[config.mk]
export PLATFORM = sky130hd
export DESIGN_NAME = md_stall_ctrl
export DESIGN_NICKNAME = d
export VERILOG_FILES = /design/src/rtl/cpu_defs_pkg.sv /design/src/rtl/md_busy_cnt.sv /design/src/rtl/md_stall_ctrl.sv
export SDC_FILE = /design/constraint.sdc
export NUM_CORES = 1
export LEC_CHECK = 0
export ABC_CLOCK_PERIOD_IN_PS = 2300
export CORE_ASPECT_RATIO = 0.8
export CORE_MARGIN = 5
export CORE_UTILIZATION = 45
export DETAILED_ROUTE_END_ITERATION = 16
export GPL_ROUTABILITY_DRIVEN = 1
export PLACE_DENSITY_LB_ADDON = 0.25
export SKIP_LAST_GASP = 1
export SYNTH_ARGS = -nofsm -noshare
export SYNTH_HDL_FRONTEND = slang
export SYNTH_SLANG_ARGS = --single-unit
[constraint.sdc]
create_clock -name clk -period 2.3 [get_ports clk]
set_input_delay 0.345 -clock clk [delete_from_list [all_inputs] [get_ports clk]]
set_output_delay 0.345 -clock clk [all_outputs]
set_load 0.005 [all_outputs]
[src/rtl/cpu_defs_pkg.sv]
// Shared MIPS core definitions: mult/div op encodings, default latencies,
// the hardwired zero register and the mult/div window states.
package cpu_defs;

    localparam logic [1:0] MD_MULT  = 2'b00;
    localparam logic [1:0] MD_MULTU = 2'b01;
    localparam logic [1:0] MD_DIV   = 2'b10;
    localparam logic [1:0] MD_DIVU  = 2'b11;

    localparam int MULT_LAT_DEF = 5;
    localparam int DIV_LAT_DEF  = 10;

    localparam logic [4:0] REG_ZERO = 5'd0;

    localparam logic [0:0] ST_IDLE = 1'b0;
    localparam logic [0:0] ST_BUSY = 1'b1;

endpackage

[src/rtl/md_busy_cnt.sv]
// Mult/div busy-window counter: loads the op latency on issue, counts down
// to zero, and flags (sticky) any issue attempted while the window is open.
module md_busy_cnt
    import cpu_defs::*;
#(
    parameter int MULT_LAT = MULT_LAT_DEF,
    parameter int DIV_LAT  = DIV_LAT_DEF,
    parameter int CNT_W    = 4
) (
    input  logic             clk,
    input  logic             reset,
    input  logic             start,
    input  logic             op_div,
    output logic [CNT_W-1:0] cnt,
    output logic             busy,
    output logic             done,
    output logic             err
);

    logic [CNT_W-1:0] cnt_q, cnt_d;
    logic             err_q, err_d;
    logic [0:0]       state;

    // The state is implied by the counter so the two can never disagree.
    assign state = (cnt_q != '0) ? ST_BUSY : ST_IDLE;

    always_comb begin
        cnt_d = cnt_q;
        err_d = err_q;
        case (state)
            ST_IDLE: begin
                if (start) begin
                    cnt_d = op_div ? CNT_W'(DIV_LAT) : CNT_W'(MULT_LAT);
                end
            end
            ST_BUSY: begin
                cnt_d = cnt_q - 1'b1;
                if (start) begin
                    err_d = 1'b1;
                end
            end
            default: begin
                cnt_d = '0;
            end
        endcase
    end

    always_ff @(posedge clk or posedge reset) begin
        if (reset) begin
            cnt_q <= '0;
            err_q <= 1'b0;
        end else begin
            cnt_q <= cnt_d;
            err_q <= err_d;
        end
    end

    assign cnt  = cnt_q;
    assign busy = (cnt_q != '0);
    assign done = (cnt_q == CNT_W'(1));
    assign err  = err_q;

endmodule

[src/rtl/md_stall_ctrl.sv]
// Decode-side stall/bubble controller: holds PC/D and bubbles E on mult/div
// busy windows and load-use hazards, and counts stalled cycles.
module md_stall_ctrl
    import cpu_defs::*;
#(
    parameter int          MULT_LAT      = MULT_LAT_DEF,
    parameter int          DIV_LAT       = DIV_LAT_DEF,
    parameter int          CNT_W         = 4,
    parameter logic [31:0] STALL_CNT_RST = 32'd0
) (
    input  logic             clk,
    input  logic             reset,
    input  logic             md_start_E,
    input  logic [1:0]       md_op_E,
    input  logic             md_use_D,
    input  logic             load_E,
    input  logic [4:0]       wreg_E,
    input  logic [4:0]       rs_D,
    input  logic [4:0]       rt_D,
    input  logic             rs_use_D,
    input  logic             rt_use_D,
    output logic             stall,
    output logic             clr_E,
    output logic             md_busy,
    output logic             md_done,
    output logic [CNT_W-1:0] md_cnt,
    output logic             md_err,
    output logic [31:0]      stall_cnt
);

    logic        op_div;
    logic        md_stall;
    logic        lu_stall;
    logic [31:0] stall_cnt_q, stall_cnt_d;

    assign op_div = (md_op_E == MD_DIV) || (md_op_E == MD_DIVU);

    md_busy_cnt #(
        .MULT_LAT (MULT_LAT),
        .DIV_LAT  (DIV_LAT),
        .CNT_W    (CNT_W)
    ) u_md_busy_cnt (
        .clk    (clk),
        .reset  (reset),
        .start  (md_start_E),
        .op_div (op_div),
        .cnt    (md_cnt),
        .busy   (md_busy),
        .done   (md_done),
        .err    (md_err)
    );

    // The issue cycle itself must stall a dependent D instruction, hence md_start_E.
    assign md_stall = md_use_D & (md_start_E | md_busy);
    assign lu_stall = load_E & (wreg_E != REG_ZERO) &
                      ((rs_use_D & (rs_D == wreg_E)) | (rt_use_D & (rt_D == wreg_E)));

    assign stall = md_stall | lu_stall;
    assign clr_E = stall;

    always_comb begin
        stall_cnt_d = stall_cnt_q;
        if (stall && (stall_cnt_q != 32'hFFFF_FFFF)) begin
            stall_cnt_d = stall_cnt_q + 32'd1;
        end
    end

    always_ff @(posedge clk or posedge reset) begin
        if (reset) begin
            stall_cnt_q <= STALL_CNT_RST;
        end else begin
            stall_cnt_q <= stall_cnt_d;
        end
    end

    assign stall_cnt = stall_cnt_q;

endmodule

==> results of run 1 <==
[flip-flops by register name, indices dropped and copies added (netlist names)]
signal             count
stall_cnt             32
u_md_busy_cnt.cnt      4
u_md_busy_cnt.err      1
[metal layers]
metal | vias up | global-route usage [%]
li1 | 808 | -
met1 | 770 | 21.7
met2 | 26 | 27.3
met3 | 6 | 6.38
met4 | 0 | 4.69
met5 | - | 0
[cells in the final DEF, fill, tap and decap left out, types with 6 or more instances in the layout]
cell,count
sky130_fd_sc_hd__nand2_1,16
sky130_fd_sc_hd__dfrtp_1,37
sky130_fd_sc_hd__nand3_1,15
sky130_fd_sc_hd__and3_1,6
sky130_fd_sc_hd__clkdlybuf4s50_1,57
sky130_fd_sc_hd__clkbuf_8,6
sky130_fd_sc_hd__xnor2_1,24
sky130_fd_sc_hd__inv_1,6
sky130_fd_sc_hd__xor2_1,15
sky130_fd_sc_hd__nor2_1,11
sky130_fd_sc_hd__a21oi_1,6
sky130_fd_sc_hd__buf_4,12
[timing repair]
item | in CTS | in global routing
gates resized for setup | 3 | 15
setup buffers | 2 | 0
setup endpoints to repair | 2 | 30
pin swaps | 1 | 5
[kinds of logic after synthesis]
kind of cell    share of synthesized area (%)
fa+ha+maj                                2.61
mux                                      1.17
simple gates                             21.8
xor+xnor                                 17.8
compound gates                           6.33
flops                                    48.3
buf+inv                                  2.02
[report_power, final]
part	switching, W	total, W	internal, W
registers	0.000111	0.000860	0.000749
clock network	0.000221	0.000574	0.000353
logic	0.000267	0.000657	0.000391
total	0.000599	0.00209	0.00149
[cell type report]
cell class,instances,area share [%]
well taps,57,2.48
repair buffers,76,26.0
clock buffers,7,3.00
flip-flops and latches,37,32.2
inverters,6,0.783
multi-input cells,140,34.5
clock inverters,1,1.04
[stage by stage]
step | hold slack [ns] | worst slack (ns) | util, % | instances
floorplan | 0.451 | 0.328 | - | 186
global placement | 0.440 | -0.247 | 65.0 | 314
detailed placement | 0.443 | -0.238 | 65.0 | 314
CTS | 0.461 | -0.0486 | 68.1 | 324
global route | 0.502 | -0.0298 | 69.3 | 324
finish | 0.458 | 0.100 | 69.3 | 324
[path summary, 6_finish.rpt]
kind                       slack, ns                    to  cells after the start
max                             0.10         stall_cnt[28]                     11
max in group asynchronous       1.52          stall_cnt[3]                      3
min in group clk                0.46     u_md_busy_cnt.err                      1
min reg2reg                     0.46     u_md_busy_cnt.err                      1
max reg2reg                     0.24         stall_cnt[24]                     10
min                             0.46  u_md_busy_cnt.cnt[3]                      3
[tightest hold or removal path, stage by stage]
cell,delay [ns]
sky130_fd_sc_hd__clkdlybuf4s50_1,0.39
sky130_fd_sc_hd__inv_1,0.05
sky130_fd_sc_hd__buf_4,0.39
[synth_stat cells, drive strengths merged (4+ instances only)]
cell,instances
nor2,14
nand4,5
nand2,17
o21ai,5
and4,5
and2,4
and3,7
xnor2,24
inv,6
a21oi,6
nand3,16
xor2,15
ha,4
dfrtp,37
==> run summary, run 1 <==
Slowest Stage Delay on Critical Path - 0.43 ns
vias - 1610
Critical Path Sink Type - flop
global-route wire length before repair - 7710 um
WL final - 4630 um
antenna violations before repair - 0
Area contributors post-synth - sky130_fd_sc_hd__dfrtp_1, sky130_fd_sc_hd__xnor2_1, sky130_fd_sc_hd__xor2_1
Worst Path Max Fanout - 5
final number of hold-violating endpoints - 0
startpoint of the worst setup timing path - rs_D[2]
root buffer cell - sky130_fd_sc_hd__clkbuf_8
worst-path cell chain - clkdlybuf4s50_1 > xor2_1 > nor4_2 > a32oi_1 > o21ai_2 > buf_4 > buf_4 > buf_4 > nand3_2 > nor4b_4 > xor2_1
net count after synthesis - 214
Chip Width - 83.0 um
Worst slew margin - 69.9%
count of inserted antenna diode cells - 0
area taken by multi-input logic gates - 992 um^2
clock-pin slew on the worst setup and hold paths - 0.07 ns
nets@finish - 294
effective utilization at floorplan - 46.2%
length of routed met2 wiring - 2240 um
wl on met1 - 2130 um
post-synthesis register bit count - 37
sequential cell area fraction in the yosys report - 48.3%
GRT Residual Overflow - 0
detailed-routing iteration count for the pre-antenna-repair pass - 4
placeable core region - 4150 um^2
leading register cell type out of synthesis - sky130_fd_sc_hd__dfrtp_1
number of clock sinks - 37
critical-path cell with the highest stage delay - sky130_fd_sc_hd__clkdlybuf4s50_1
proportion of netlist area held by the largest area contributor - 48.3%
gate family responsible for the most delay along the worst path - buffers and inverters
Max Transition Viols Final - 0
pin count of the biggest net entering global routing - 38
placer's final routability congestion estimate - 0.760
top cell type by total area after synthesis - sky130_fd_sc_hd__dfrtp_1
clock skew - 0.00299 ns
CTS H-Tree Depth - 2
critical path buffer and inverter count - 4
setup total negative slack - 0 ns
measured slew at the worst slew-check pin - 0.447 ns
Synth Cell Area - 1920 um^2
average cell area after synthesis - 10.3 um^2
power density over the cells - 727 nW/um^2
distinct cell type count of the synthesized netlist - 34
count of fill cells added during filler insertion - 343
met3 routed wirelength - 205 um
area occupied by registers - 926 um^2
leak pwr - 1.25 nW
Longest Clk Path Bufs - 2
Chip Height - 68.4 um
final design instance area without fill - 2880 um^2
aggregate global-route resource usage - 16.9%
number of global-route vias before repair - 1649
launching element type of the critical path - primary input
outcome - completed
Fmax - 455 MHz
Async S/R FF share, synth - 100%
number of maximum-capacitance violations - 0
Final Cycle Share - 95.6%
worst IR drop on VDD - 0.485 mV
clock tree from TritonCTS - yes
ratio of cells with drive above 1 in the final layout - 12.7%
number of input and output port buffers inserted - 63
Area after DPL - 2700 um^2
Area growth, synth to finish - 50.0%
required time of the critical path - 2.51 ns
mean routed wirelength per cell - 14.3 um
class of the tightest hold or removal check - primary input to asynchronous set/reset pin
Inserted Clock Buffers - 5
synthesized netlist cell count - 186
Clock Latency Late Sink - 0.29 ns
Final Total Pwr - 0.00209 W
Period minus WS final - 2.20 ns
critical path arrival - 2.41 ns
R2R Path Start - u_md_busy_cnt.cnt[1]
start-to-end type of the worst setup path - primary input to flop
Die Outline Area - 5680 um^2
count of final setup violators - 0
Post-route DRC - 0
Post-synth EDFFs - 0
row count - 21
hpwl dp - 3360 um
Post-CTS Hold Fix Bufs - 0
number of top-level pins - 65
most frequent cell on the critical path - sky130_fd_sc_hd__buf_4
Yosys warning total - 0
DRC violation total after the first TritonRoute iteration - 92
Max Used Layer - met4
via density per instance - 4.97
antenna-violating nets left - 0
(Power assumes the default switching activity.)
==> run 2, diff against run 1 <==
--- a/config.mk
+++ b/config.mk
@@ -7,8 +7,8 @@
 export LEC_CHECK = 0
 export ABC_CLOCK_PERIOD_IN_PS = 2300
 export CORE_ASPECT_RATIO = 0.8
-export CORE_MARGIN = 5
 export CORE_UTILIZATION = 45
+export CTS_CLUSTER_DIAMETER = 40
 export DETAILED_ROUTE_END_ITERATION = 16
 export GPL_ROUTABILITY_DRIVEN = 1
 export PLACE_DENSITY_LB_ADDON = 0.25
==> run 2 against run 1 <==
Critical path depth down 1; worst setup slack better by 0.058 ns; highest routed layer unchanged; utilization up 3.9 points; final cell count down 0.62%; hold slack about the same; final area unchanged; total power down 4.4%; global-route usage up 4.0 points; clock-buffer cell count unchanged; sequential share of layout area about the same; die area down 20%; critical endpoint is now stall_cnt[30].
==> run summary, run 2 (synthesis gave the netlist of run 1 again) <==
Reg2Reg Setup Slack - 0.23 ns (was 0.24 ns)
most common library cell in the layout ignoring fill and taps - sky130_fd_sc_hd__clkdlybuf4s50_1 (unchanged)
count of fill cells added during filler insertion - 301 (was 343)
Inserted Clock Buffers - 5 (unchanged)
GRT Residual Overflow - 0 (unchanged)
Period minus WS final - 2.14 ns (was 2.20 ns)
Fmax - 467 MHz (was 455 MHz)
final design instance area without fill - 2880 um^2 (unchanged)
number of top-level pins - 65 (unchanged)
number of cell instances on the worst register-to-register path - 7 (was 10)
placeable core region - 3930 um^2 (was 4150 um^2)
detailed-routing iteration count for the pre-antenna-repair pass - 4 (unchanged)
Inst Count DP - 312 (was 314)
global-route wire length before repair - 7000 um (was 7710 um)
origin of the worst min-delay path - u_md_busy_cnt.err
Area after DPL - 2680 um^2 (was 2700 um^2)
Chip Height - 60.4 um (was 68.4 um)
Post-route DRC - 0 (unchanged)
Area growth, synth to finish - 50.0% (unchanged)
top library cells by usage in the layout, fill and taps aside - sky130_fd_sc_hd__clkdlybuf4s50_1, sky130_fd_sc_hd__dfrtp_1, sky130_fd_sc_hd__xnor2_1, sky130_fd_sc_hd__nand2_1, sky130_fd_sc_hd__nand3_1 (was sky130_fd_sc_hd__clkdlybuf4s50_1, sky130_fd_sc_hd__dfrtp_1, sky130_fd_sc_hd__xnor2_1, sky130_fd_sc_hd__nand2_1)
pin count of the biggest net entering global routing - 38 (unchanged)
clock tree from TritonCTS - yes (unchanged)
Final Cycle Share - 93.1% (was 95.6%)
worst hold path cell count - 1
leak pwr - 1.30 nW (was 1.25 nW)
Critical Path Sink Type - flop (unchanged)
antenna violations before repair - 0 (unchanged)
Worst slew margin - 66.5% (was 69.9%)
number of maximum-capacitance violations - 0 (unchanged)
clock skew - 0.00362 ns (was 0.00299 ns)
row count - 20 (was 21)
class of the tightest hold or removal check - flop to flop (was primary input to asynchronous set/reset pin)
number of input and output port buffers inserted - 63 (unchanged)
hpwl dp - 3260 um (was 3360 um)
number of flip-flops under the largest register name - 32 (unchanged)
Clock Latency Late Sink - 0.28 ns (was 0.29 ns)
Max Transition Viols Final - 0 (unchanged)
via density per instance - 5.15 (was 4.97)
aggregate global-route resource usage - 21.0% (was 16.9%)
ratio of cells with drive above 1 in the final layout - 12.7% (unchanged)
worst reg2reg path endpoint - stall_cnt[1] (was stall_cnt[24])
launching element type of the critical path - primary input (unchanged)
count of inserted antenna diode cells - 0 (unchanged)
start-to-end type of the worst setup path - primary input to flop (unchanged)
antenna-violating nets left - 0 (unchanged)
count of final setup violators - 0 (unchanged)
effective utilization at floorplan - 48.8% (was 46.2%)
CTS H-Tree Depth - 2 (unchanged)
WL final - 4450 um (was 4630 um)
Longest Clk Path Bufs - 2 (unchanged)
number of clock sinks - 37 (unchanged)
critical path arrival - 2.31 ns (was 2.41 ns)
worst-case hold path end point - u_md_busy_cnt.err
worst-path cell chain - clkdlybuf4s50_1 > xor2_1 > nor4_1 > a32oi_1 > o21ai_2 > buf_6 > nor3b_4 > buf_6 > nand4_1 > xnor2_1 (was clkdlybuf4s50_1 > xor2_1 > nor4_2 > a32oi_1 > o21ai_2 > buf_4 > buf_4 > buf_4 > nand3_2 > nor4b_4 > xor2_1)
placer's final routability congestion estimate - 0.799 (was 0.760)
Chip Width - 75.0 um (was 83.0 um)
final number of hold-violating endpoints - 0 (unchanged)
Worst Path Max Fanout - 6 (was 5)
Final Total Pwr - 0.00200 W (was 0.00209 W)
root buffer cell - sky130_fd_sc_hd__clkbuf_8 (unchanged)
most frequent cell on the critical path - sky130_fd_sc_hd__buf_6 (was sky130_fd_sc_hd__buf_4)
DRC violation total after the first TritonRoute iteration - 77 (was 92)
vias - 1658 (was 1610)
Slowest Stage Delay on Critical Path - 0.41 ns (was 0.43 ns)
outcome - completed (unchanged)
nets@finish - 294 (unchanged)
measured slew at the worst slew-check pin - 0.498 ns (was 0.447 ns)
setup repair after global routing missed its margin - false
worst IR drop on VDD - 0.544 mV (was 0.485 mV)
clock-pin slew on the worst setup and hold paths - 0.07 ns (about the same)
Die Outline Area - 4530 um^2 (was 5680 um^2)
number of global-route vias before repair - 1537 (was 1649)
mean routed wirelength per cell - 13.8 um (was 14.3 um)
required time of the critical path - 2.47 ns (was 2.51 ns)
Finished Layout Cells - 322 (was 324)
power density over the cells - 695 nW/um^2 (was 727 nW/um^2)
R2R Path Start - stall_cnt[0] (was u_md_busy_cnt.cnt[1])
critical-path cell with the highest stage delay - sky130_fd_sc_hd__clkdlybuf4s50_1 (unchanged)
-- run 2: cell count changes in the layout (fill, tap and decap cells not counted), moves of 3 or more --
| cell | before | now |
|---|---|---|
| sky130_fd_sc_hd__dlymetal6s2s_1 | 4 | 10 |
| sky130_fd_sc_hd__clkdlybuf4s50_1 | 57 | 52 |
| sky130_fd_sc_hd__buf_6 | 0 | 3 |
| sky130_fd_sc_hd__nor2_1 | 11 | 14 |
| sky130_fd_sc_hd__nor2_2 | 3 | 0 |
-- run 2: metal layers --
layer / global-route usage (%) / routed length [um]
met5: 0 / 0
met3: 4.65 / 176
met4: 6.20 / 23
met2: 33.7 / 2150
met1: 28.8 / 2100
-- run 2: layout make-up --
| cell class | count | area [um^2] | share of cell area [%] |
|---|---|---|---|
| inverters | 6 | 22.5 | 0.783 |
| repair buffers | 76 | 763 | 26.5 |
| multi-input cells | 140 | 995 | 34.6 |
| well taps | 55 | 68.8 | 2.39 |
| clock buffers | 7 | 96.3 | 3.35 |
| clock inverters | 1 | 5.00 | 0.174 |
| flip-flops and latches | 37 | 927 | 32.2 |
-- run 2: where the power goes --
part           switching (W)  internal, W  leakage (nW)
clock network       0.000222     0.000271        0.0542
registers           0.000124     0.000751         0.484
logic               0.000251     0.000381         0.762
-- run 2: worst max-delay path by stage --
stage	startpoint	endpoint	cells past startpoint
floorplan	u_md_busy_cnt.cnt[0]	stall_cnt[30]	8
global placement	wreg_E[4]	stall_cnt[29]	9
detailed placement	wreg_E[3]	stall_cnt[30]	10
CTS	wreg_E[3]	stall	6
global route	rt_D[4]	stall_cnt[12]	10
finish	rt_D[4]	stall_cnt[30]	10
-- run 2: through the flow --
step | util (%) | hold slack, ns | TNS, ns | worst slack, ns
after CTS | 70.9 | 0.466 | -0.226 | -0.226
after global placement | 68.3 | 0.439 | -5.79 | -0.260
after detailed placement | 68.3 | 0.449 | -5.94 | -0.263
after floorplan | - | 0.451 | 0 | 0.328
final | 73.2 | 0.457 | 0 | 0.159
after global routing | 73.2 | 0.486 | 0 | 0.0248
-- run 2: worst max-delay path, delay by kind of cell --
| kind | cells | cell delay (ns) |
|---|---|---|
| and+or+nand+nor | 3 | 0.59 |
| buffers and inverters | 3 | 0.71 |
| xor gates and xnor gates | 2 | 0.31 |
| AOI/OAI and AO/OA | 2 | 0.35 |
-- run 2: timing repair --
| item | CTS | global route |
|---|---|---|
| buffers inserted | 0 | 4 |
| endpoints found under the setup margin | 2 | 28 |
| hold buffers | 0 | 0 |
| pin swaps | 0 | 7 |
| resized for setup | 2 | 20 |
==> run 3, diff against run 2 <==
--- a/config.mk
+++ b/config.mk
@@ -7,6 +7,7 @@
 export LEC_CHECK = 0
 export ABC_CLOCK_PERIOD_IN_PS = 2300
 export CORE_ASPECT_RATIO = 0.8
+export CORE_MARGIN = 1.5
 export CORE_UTILIZATION = 45
 export CTS_CLUSTER_DIAMETER = 40
 export DETAILED_ROUTE_END_ITERATION = 16
==> run 3 against run 2 <==
First-iteration DRC count up 13%; utilization down 5.1 points; register-to-register slack about the same; total power down 1.9%; via count down 0.36%; non-clock buffer count unchanged; die area up 3.0%; worst setup slack worse by 0.075 ns; final cell count up 0.31%; sequential share of layout area up 0.73 points; critical path type is now primary input to primary output; critical endpoint is now clr_E.
==> run summary, run 3 (synthesis gave the netlist of run 1 again) <==
outcome - completed (unchanged)
aggregate global-route resource usage - 19.4% (was 21.0%)
placer's final routability congestion estimate - 0.738 (was 0.799)
number of clock sinks - 37 (unchanged)
Longest Clk Path Bufs - 2 (unchanged)
top library cells by usage in the layout, fill and taps aside - sky130_fd_sc_hd__clkdlybuf4s50_1, sky130_fd_sc_hd__dfrtp_1, sky130_fd_sc_hd__xnor2_1, sky130_fd_sc_hd__nand2_1 (was sky130_fd_sc_hd__clkdlybuf4s50_1, sky130_fd_sc_hd__dfrtp_1, sky130_fd_sc_hd__xnor2_1, sky130_fd_sc_hd__nand2_1, sky130_fd_sc_hd__nand3_1)
crit path setup slack, layout - 0.0833 ns (was 0.159 ns)
R2R Path Start - stall_cnt[0] (unchanged)
NetSw - 0.000595 W (was 0.000597 W)
launching element type of the critical path - primary input (unchanged)
Area growth, synth to finish - 46.5% (was 50.0%)
Seq pwr share - 44.7% (was 43.7%)
worst IR drop on VDD - 0.681 mV (was 0.544 mV)
clock-pin slew on the worst setup and hold paths - 0.07 ns (about the same)
worst-path cell chain - dlygate4sd2_1 > or4_1 > o21ai_0 > o21ai_2 > buf_4 > dlygate4sd2_1 (was clkdlybuf4s50_1 > xor2_1 > nor4_1 > a32oi_1 > o21ai_2 > buf_6 > nor3b_4 > buf_6 > nand4_1 > xnor2_1)
global-route wire length before repair - 7040 um (was 7000 um)
Critical Path Sink Type - primary output (was flop)
Die Outline Area - 4670 um^2 (was 4530 um^2)
Post-route DRC - 0 (unchanged)
Chip Width - 76.0 um (was 75.0 um)
Inserted Clock Buffers - 5 (unchanged)
power density over the cells - 698 nW/um^2 (was 695 nW/um^2)
number of flip-flops under the largest register name - 32 (unchanged)
number of global-route vias before repair - 1474 (was 1537)
startpoint of the worst setup timing path - wreg_E[1] (was rt_D[4])
final design instance area without fill - 2810 um^2 (was 2880 um^2)
logic gate share of total power - 32.3% (was 31.6%)
clock skew - 0.00769 ns (was 0.00362 ns)
detailed-routing iteration count for the pre-antenna-repair pass - 4 (unchanged)
most frequent cell on the critical path - sky130_fd_sc_hd__dlygate4sd2_1 (was sky130_fd_sc_hd__buf_6)
Worst Path Max Fanout - 3 (was 6)
proportion of power drawn by the clock network - 23.0% (was 24.7%)
Fmax - 451 MHz (was 467 MHz)
number of top-level pins - 65 (unchanged)
Slowest Stage Delay on Critical Path - 0.54 ns (was 0.41 ns)
vias - 1652 (was 1658)
Area after DPL - 2690 um^2 (was 2680 um^2)
most common library cell in the layout ignoring fill and taps - sky130_fd_sc_hd__clkdlybuf4s50_1 (unchanged)
placeable core region - 4130 um^2 (was 3930 um^2)
critical path buffer and inverter count - 3 (unchanged)
clock tree from TritonCTS - yes (unchanged)
critical path arrival - 1.87 ns (was 2.31 ns)
start-to-end type of the worst setup path - primary input to primary output (was primary input to flop)
Max Transition Viols Final - 0 (unchanged)
origin of the worst min-delay path - u_md_busy_cnt.err (unchanged)
effective utilization at floorplan - 46.5% (was 48.8%)
sw frac - 30.4% (was 29.9%)
Chip Height - 61.4 um (was 60.4 um)
utilization of the core after routing - 68.1% (was 73.2%)
Final Cycle Share - 96.4% (was 93.1%)
mean routed wirelength per cell - 13.4 um (was 13.8 um)
count of final setup violators - 0 (unchanged)
internal power - 0.00137 W (was 0.00140 W)
leak pwr - 1.21 nW (was 1.30 nW)
Worst slew margin - 67.7% (was 66.5%)
ratio of cells with drive above 1 in the final layout - 10.9% (was 12.7%)
Final Total Pwr - 0.00196 W (was 0.00200 W)
row count - 21 (was 20)
GRT Residual Overflow - 0 (unchanged)
via density per instance - 5.11 (was 5.15)
required time of the critical path - 1.96 ns (was 2.47 ns)
Min Hold Slack - 0.460 ns (was 0.457 ns)
final number of hold-violating endpoints - 0 (unchanged)
CTS H-Tree Depth - 2 (unchanged)
count of fill cells added during filler insertion - 334 (was 301)
Clock Latency Late Sink - 0.28 ns (about the same)
class of the tightest hold or removal check - flop to flop (unchanged)
critical-path cell with the highest stage delay - sky130_fd_sc_hd__or4_1 (was sky130_fd_sc_hd__clkdlybuf4s50_1)
count of inserted antenna diode cells - 0 (unchanged)
number of input and output port buffers inserted - 63 (unchanged)
DRC violation total after the first TritonRoute iteration - 87 (was 77)
gate family responsible for the most delay along the worst path - buffers and inverters (unchanged)
WL final - 4340 um (was 4450 um)
worst slack at placement - -0.290 ns (was -0.263 ns)
root buffer cell - sky130_fd_sc_hd__clkbuf_8 (unchanged)
nets@finish - 294 (unchanged)
antenna violations before repair - 0 (unchanged)
measured slew at the worst slew-check pin - 0.480 ns (was 0.498 ns)
Post-CTS Hold Fix Bufs - 0 (unchanged)
antenna-violating nets left - 0 (unchanged)
Period minus WS final - 2.22 ns (was 2.14 ns)
hpwl dp - 3250 um (was 3260 um)
number of maximum-capacitance violations - 0 (unchanged)
pin count of the biggest net entering global routing - 38 (unchanged)
run 3: metrics by stage:
stage	TNS [ns]	std cells
5_1_grt	-0.00300	323
2_1_floorplan	0	186
3_3_place_gp	-5.43	314
4_1_cts	-0.334	323
6_report	0	323
3_5_place_dp	-6.22	314
run 3: power groups by stage:
stage          clock network [W]  logic [W]  registers, W
5_1_grt                 0.000503   0.000695      0.000897
4_1_cts                 0.000467   0.000634      0.000878
2_1_floorplan                  0   0.000282      0.000870
3_5_place_dp                   0   0.000625      0.000888
6_report                0.000451   0.000634      0.000877
3_3_place_gp                   0   0.000610      0.000885
run 3: repair_timing:
item,in CTS,in global routing
gates cloned,0,0
setup endpoints to repair,2,31
pin swaps,3,5
setup buffers,2,1
resized for setup,5,7
hold endpoints to repair,0,0
run 3: routing by layer:
metal  part of all wire (%)  track usage [%]  routed length (um)  vias to the layer above
met2                     47             31.3                2040                       46
met5                      0                0                   0                        -
met3                    4.3             5.93                 186                        0
met4                      0             3.17                   0                        0
li1                       -                -                   -                      814
met1                     49             26.7                2110                      792
run 3: area by class of cell:
cell class	count	area [um^2]	area share, %
clock buffer	6	82.6	2.94
multi-input combinational	140	965	34.3
timing repair buffer	76	736	26.2
inverter	6	22.5	0.801
tap	57	71.3	2.54
clock inverter	1	7.51	0.267
sequential	37	926	32.9
run 3: path summary, 6_finish.rpt:
path                                   endpoint  slack [ns]  depth (start not counted)
hold reg to reg               u_md_busy_cnt.err        0.46                          1
setup / recovery                          clr_E        0.08                          6
setup reg to reg                   stall_cnt[6]        0.23                          9
max in group asynchronous          stall_cnt[1]        1.51                          3
hold / removal                u_md_busy_cnt.err        0.46                          1
min in group asynchronous  u_md_busy_cnt.cnt[3]        0.47                          3
